## config.mk

```make
export PLATFORM = sky130hd
export DESIGN_NAME = bit_serial_adder
export DESIGN_NICKNAME = d
export VERILOG_FILES = /design/src/rtl/bit_serial_adder.sv
export SDC_FILE = /design/constraint.sdc
export NUM_CORES = 1
export LEC_CHECK = 0
export BUFFER_PORTS_ARGS = -buffer_cell sky130_fd_sc_hd__buf_2
export CELL_PAD_IN_SITES_DETAIL_PLACEMENT = 0
export CELL_PAD_IN_SITES_GLOBAL_PLACEMENT = 1
export CORE_MARGIN = 5
export CORE_UTILIZATION = 35
export CTS_CLUSTER_DIAMETER = 100
export DETAILED_ROUTE_END_ITERATION = 10
export GPL_ROUTABILITY_DRIVEN = 0
export GPL_TIMING_DRIVEN = 0
export PLACE_DENSITY_LB_ADDON = 0.1
export SYNTH_ARGS = -nofsm -noshare
export SYNTH_HDL_FRONTEND = slang
export SYNTH_SLANG_ARGS = --single-unit
```

## constraint.sdc

```tcl
create_clock -name clk -period 1.4 [get_ports clk]
set_clock_uncertainty 0.15 [all_clocks]
set_input_delay 0.42 -clock clk [delete_from_list [all_inputs] [get_ports clk]]
set_output_delay 0.42 -clock clk [all_outputs]
set_load 0.01 [all_outputs]
```

## src/rtl/bit_serial_adder.sv

```systemverilog
// Bit-serial adder: adds two WIDTH-bit operands LSB first through a single
// full adder, one bit per clock, and reports the result with a one-cycle done pulse.
module bit_serial_adder #(
    parameter int WIDTH = 8
) (
    input  logic             clk,
    input  logic             rstN,
    input  logic             start,
    input  logic [WIDTH-1:0] a,
    input  logic [WIDTH-1:0] b,
    input  logic             cIn,
    output logic             busy,
    output logic             done,
    output logic [WIDTH-1:0] sum,
    output logic             cOut
);

    localparam int CW = $clog2(WIDTH) + 1;
    localparam logic [CW-1:0] LAST = CW'(WIDTH - 1);

    typedef enum logic [1:0] {
        IDLE,
        ADD,
        DONE
    } state_t;

    state_t           state;
    logic [WIDTH-1:0] a_sh;
    logic [WIDTH-1:0] b_sh;
    logic [WIDTH-1:0] psum;
    logic             carry;
    logic [CW-1:0]    cnt;

    logic             fa_s;
    logic             fa_c;
    logic [WIDTH-1:0] psum_next;

    always_comb begin
        fa_s      = a_sh[0] ^ b_sh[0] ^ carry;
        fa_c      = (a_sh[0] & b_sh[0]) | (a_sh[0] & carry) | (b_sh[0] & carry);
        psum_next = {fa_s, psum[WIDTH-1:1]};
    end

    always_ff @(posedge clk) begin
        if (!rstN) begin
            state <= IDLE;
            busy  <= 1'b0;
            done  <= 1'b0;
            a_sh  <= '0;
            b_sh  <= '0;
            psum  <= '0;
            carry <= 1'b0;
            cnt   <= '0;
            sum   <= '0;
            cOut  <= 1'b0;
        end else begin
            case (state)
                IDLE, DONE: begin
                    done <= 1'b0;
                    if (start) begin
                        a_sh  <= a;
                        b_sh  <= b;
                        psum  <= '0;
                        carry <= cIn;
                        cnt   <= '0;
                        state <= ADD;
                        busy  <= 1'b1;
                    end else begin
                        state <= IDLE;
                        busy  <= 1'b0;
                    end
                end
                ADD: begin
                    carry <= fa_c;
                    a_sh  <= a_sh >> 1;
                    b_sh  <= b_sh >> 1;
                    psum  <= psum_next;
                    cnt   <= cnt + 1'b1;
                    // Last bit: publish the result in the same edge that enters DONE.
                    if (cnt == LAST) begin
                        sum   <= psum_next;
                        cOut  <= fa_c;
                        state <= DONE;
                        busy  <= 1'b0;
                        done  <= 1'b1;
                    end
                end
                default: begin
                    state <= IDLE;
                    busy  <= 1'b0;
                    done  <= 1'b0;
                end
            endcase
        end
    end

endmodule
```

## Word level (Yosys, flattened, before mapping)

Cells that the tools add are included.
W data, S select, Z words.

| operators by class | value |
|---|---|
| $add $sub $neg | 1 |
| equal/unequal tests | 5 |
| muxes and demuxes | 16 |
| bitwise gates (word level) | 7 |
| reduce and logical (&&, ||, !) cells | 6 |

Operators by type and width:

| kind | count |
|---|---|
| $pmux W8 S2 | 3 |
| $mux W8 | 3 |
| $pmux W4 S2 | 1 |
| $reduce_and A2 Y1 | 3 |
| $add A4 B1 Y4 const B | 1 |
| $eq A4 B3 Y1 const B | 1 |
| $mux W1 | 4 |
| $mux W4 | 1 |
| $ne A2 B2 Y1 const B | 2 |
| $pmux W1 S2 | 2 |
| $pmux W2 S2 | 1 |
| $and A1 B1 Y1 | 3 |
| $eq A2 B1 Y1 const B | 1 |
| $eq A2 B2 Y1 const B | 1 |
| $logic_not A2 Y1 | 1 |
| $mux W2 | 1 |
| $or A1 B1 Y1 | 2 |
| $reduce_bool A2 Y1 | 1 |
| $reduce_or A2 Y1 | 1 |
| $xor A1 B1 Y1 | 2 |

| storage, ports and cells | value |
|---|---|
| register bits after elaboration | 42 |
| output and inout bits | 11 |
| logic and storage cells | 45 |

## Longest topological paths before layout

| logic depth | value |
|---|---|
| depth in word-level cells | 4 |
| depth in mapped cells | 5 |
| gate-level depth less buffers | 3 |

## Least setup slack after synthesis

Ideal clock, no wire load.

| path | value |
|---|---|
| path kind | reg-to-reg |
| start point | register state[0] |
| end point | register cOut |
| arrival time | 1.192 ns |
| slack | -0.013 ns |
| stages on the path, launching flop included | 6 |
| path buffers | 2 |
| period minus slack after synthesis | 1.413 ns |
| cell sequence | dfxtp_1 nor2b_4 buf_6 and4_4 buf_12 mux2i_1 |

| on the way | value |
|---|---|
| cells in the longest elaborated chain, start to end | 2 |

RTL lines:

| element | line | text |
|---|---|---|
| from (decl) | 27 | `state_t state;` |
| from (signal assigned) | 46 | `state <= IDLE;` |
| from (signal assigned) | 66 | `state <= ADD;` |
| from (signal assigned) | 69 | `state <= IDLE;` |
| $eq A2 B1 Y1 | 57 | `case (state)` |
| $reduce_and A2 Y1 (no source line) | -- |  |
| to (signal assigned) | 55 | `cOut <= 1'b0;` |
| to (signal assigned) | 82 | `cOut <= fa_c;` |
| to (decl) | 15 | `output logic cOut` |

No other way between the ends.
A chain may end at the register's enable or synchronous reset.

## Final worst setup path

Same ends and word-level chain as after synthesis.

==> reports/results.ini <==
[logic_synthesis]
synth_seq_cells = 40
syn_inst = 182
yosysSeqAreaShare = 0.488
syn_nets = 204
synth_area_per_cell_um2 = 9.01
syn-cell-area_um2 = 1640
yosys.cell_types.count = 26
ys_warn_count = 0

[clock_tree]
ctsRootBufferMaster = clkbuf_8
cts_buffers = 5
clk_path_buf_depth = 2
clock-sinks = 40
holdBufCountCts = 0
cts.reportedPaths.clkPinSlew_ns = 0.08
cts-htree-levels = 2
cts_tree = built
clk_latency_ns = 0.29

[pwr]
power.density_cell_area_nw_per_um2 = 1120
vdd_drop_max_uv = 492
p_leak_nw = 0.772
fin_total_pwr_mw = 2.27

[placement]
hpwl_um = 2740
portBuffers = 30
dp_slack_ns = -0.177

[final_layout]
mostFrequentLayoutCells = dfxtp_1 (36), buf_2 (32), nand2_1 (29)
layout.nets = 243
multi_input_area_um2 = 753
nFillCells = 484
area_growth_pct = 23.2
regArea_um2 = 806
mostFrequentLayoutCell = dfxtp_1
n_antenna_cell = 0
drive_gt1_frac = 0.284

[sta]
relSlewSlack = 0.670
period_share = 0.996
maxSlewViolCount = 0
fin_ws_ns = 0.00609
worst_pin_slew_ns = 0.495
fmax_ghz = 0.717
whs_ns = 0.215
setup_tns_ns = 0
finalCriticalPeriod_ns = 1.39
hold_viol_final = 0
rsz0062_at_grt = true
setup_viol = 0

[setup_path]
critPathLaunchType = flop
worst-path-max-fanout = 10
required_ns = 1.46
rrSetupSlack_ns = 0.006
endpoint_kind = flop
critPathArrivalTime_ns = 1.46
worstSetupPathType = reg2reg

[drt]
drtIter0Drc = 71
vias = 1448
final_antenna_net_count = 0
viasPerCell = 5.25
wl_per_cell_um = 14.1
drc = 0
first_pass_iters = 4
routed_wl_um = 3900

[global_routing]
grt_pass1_wl_um = 6510
antenna_found_initial = 0
grt_usage = 0.134
grt_max_degree = 12
grt_pass1_vias = 1450
overflow = 0

[run_status]
status = complete, no violations

[run]
cap_violations = 0

[die]
core_um2 = 4630
die-height_um = 78.5
die_w_um = 78.5
rows = 25
ios = 31
design.die.area_um2 = 6160
start_util = 0.354

[min_path]
min_path_type = in2reg

[layout make-up]
type,instances,share of cell area
buffer,16,0.0650
multi-input combinational,124,0.373
clock buffer,8,0.0446
tap,54,0.0334
sequential,40,0.399
inverter,2,0.00372
timing repair buffer,32,0.0817
[cell usage after synthesis]
master | n | area [um^2]
a211oi_1 | 1 | 7.51
a21oi_1 | 27 | 135
a22oi_1 | 15 | 113
a31oi_1 | 2 | 12.5
and2_1 | 1 | 6.26
and4_4 | 1 | 11.3
buf_12 | 1 | 20.0
buf_2 | 8 | 40.0
buf_4 | 2 | 15.0
buf_6 | 1 | 11.3
clkbuf_1 | 4 | 15.0
dfxtp_1 | 40 | 801
fa_1 | 1 | 20.0
ha_1 | 1 | 12.5
inv_1 | 1 | 3.75
inv_2 | 1 | 3.75
mux2_2 | 1 | 11.3
mux2i_1 | 10 | 100
nand2_1 | 29 | 109
nand2b_1 | 3 | 18.8
nand3_1 | 27 | 135
nand4_1 | 1 | 6.26
nor2b_1 | 1 | 6.26
nor2b_4 | 1 | 13.8
nor3_1 | 1 | 5.00
o21a_1 | 1 | 7.51
[power breakdown]
| part | switching, mW | internal [mW] | leakage, nW |
|---|---|---|---|
| sequential | 0.0272 | 1.18 | 0.327 |
| combinational | 0.156 | 0.120 | 0.399 |
| clock | 0.381 | 0.402 | 0.0455 |
| total | 0.564 | 1.70 | 0.772 |
[cells by family (layout without fill, tap and decap cells)]
kind of cell,after synthesis,in the layout,share of synthesized area
flops,40,40,0.488
mux,11,11,0.0679
compound gates,46,46,0.168
fa+ha+maj,2,2,0.0198
buf+inv,18,58,0.0664
simple gates,65,65,0.190
[registers in the layout (all words and copies together), names as in the netlist]
signal  count
a_sh        8
carry       1
b_sh        8
cOut        1
sum         8
done        1
psum        7
state       2
cnt         4
[final timing paths]
| kind | from | endpoint | depth (start not counted) |
|---|---|---|---|
| worst max register to register | state[0]$_SDFFE_PN0P_ | cOut$_SDFFE_PN0P_ | 5 |
| worst min register to register | sum[2]$_SDFFE_PN0P_ | sum[2]$_SDFFE_PN0P_ | 2 |
| worst max-delay path | state[0]$_SDFFE_PN0P_ | cOut$_SDFFE_PN0P_ | 5 |
| worst min-delay path | b[7] | b_sh[7]$_SDFFE_PN0P_ | 3 |
[critical path: stages (launching register included)]
cell and delay, ns:
dfxtp_2 0.36, nor2b_4 0.14, buf_6 0.11, and4_4 0.24, buf_12 0.14, mux2i_1 0.18
[per-stage QoR]
stage,cell area (um^2),instances,util
after floorplan,1640,182,-
after global placement,1860,266,0.402
after detailed placement,1860,266,0.402
after CTS,1980,276,0.427
after global routing,2020,276,0.436
final,2020,276,0.436
[timing repair]
action / 4_1_cts / 5_1_grt
setup endpoints to repair: 27 / 30
resized for setup: 5 / 14
pin swaps: 0 / 0
buffers inserted: 2 / 0
[routing by layer]
layer	part of all wire	up-vias	routed length (um)	track usage
met1	0.44	687	1730	0.151
met4	0.021	0	83	0.0594
met5	0	-	0	0
met2	0.49	35	1900	0.228
li1	-	717	-	-
met3	0.047	9	182	0.0459
Power figures use the tool's default switching activity.
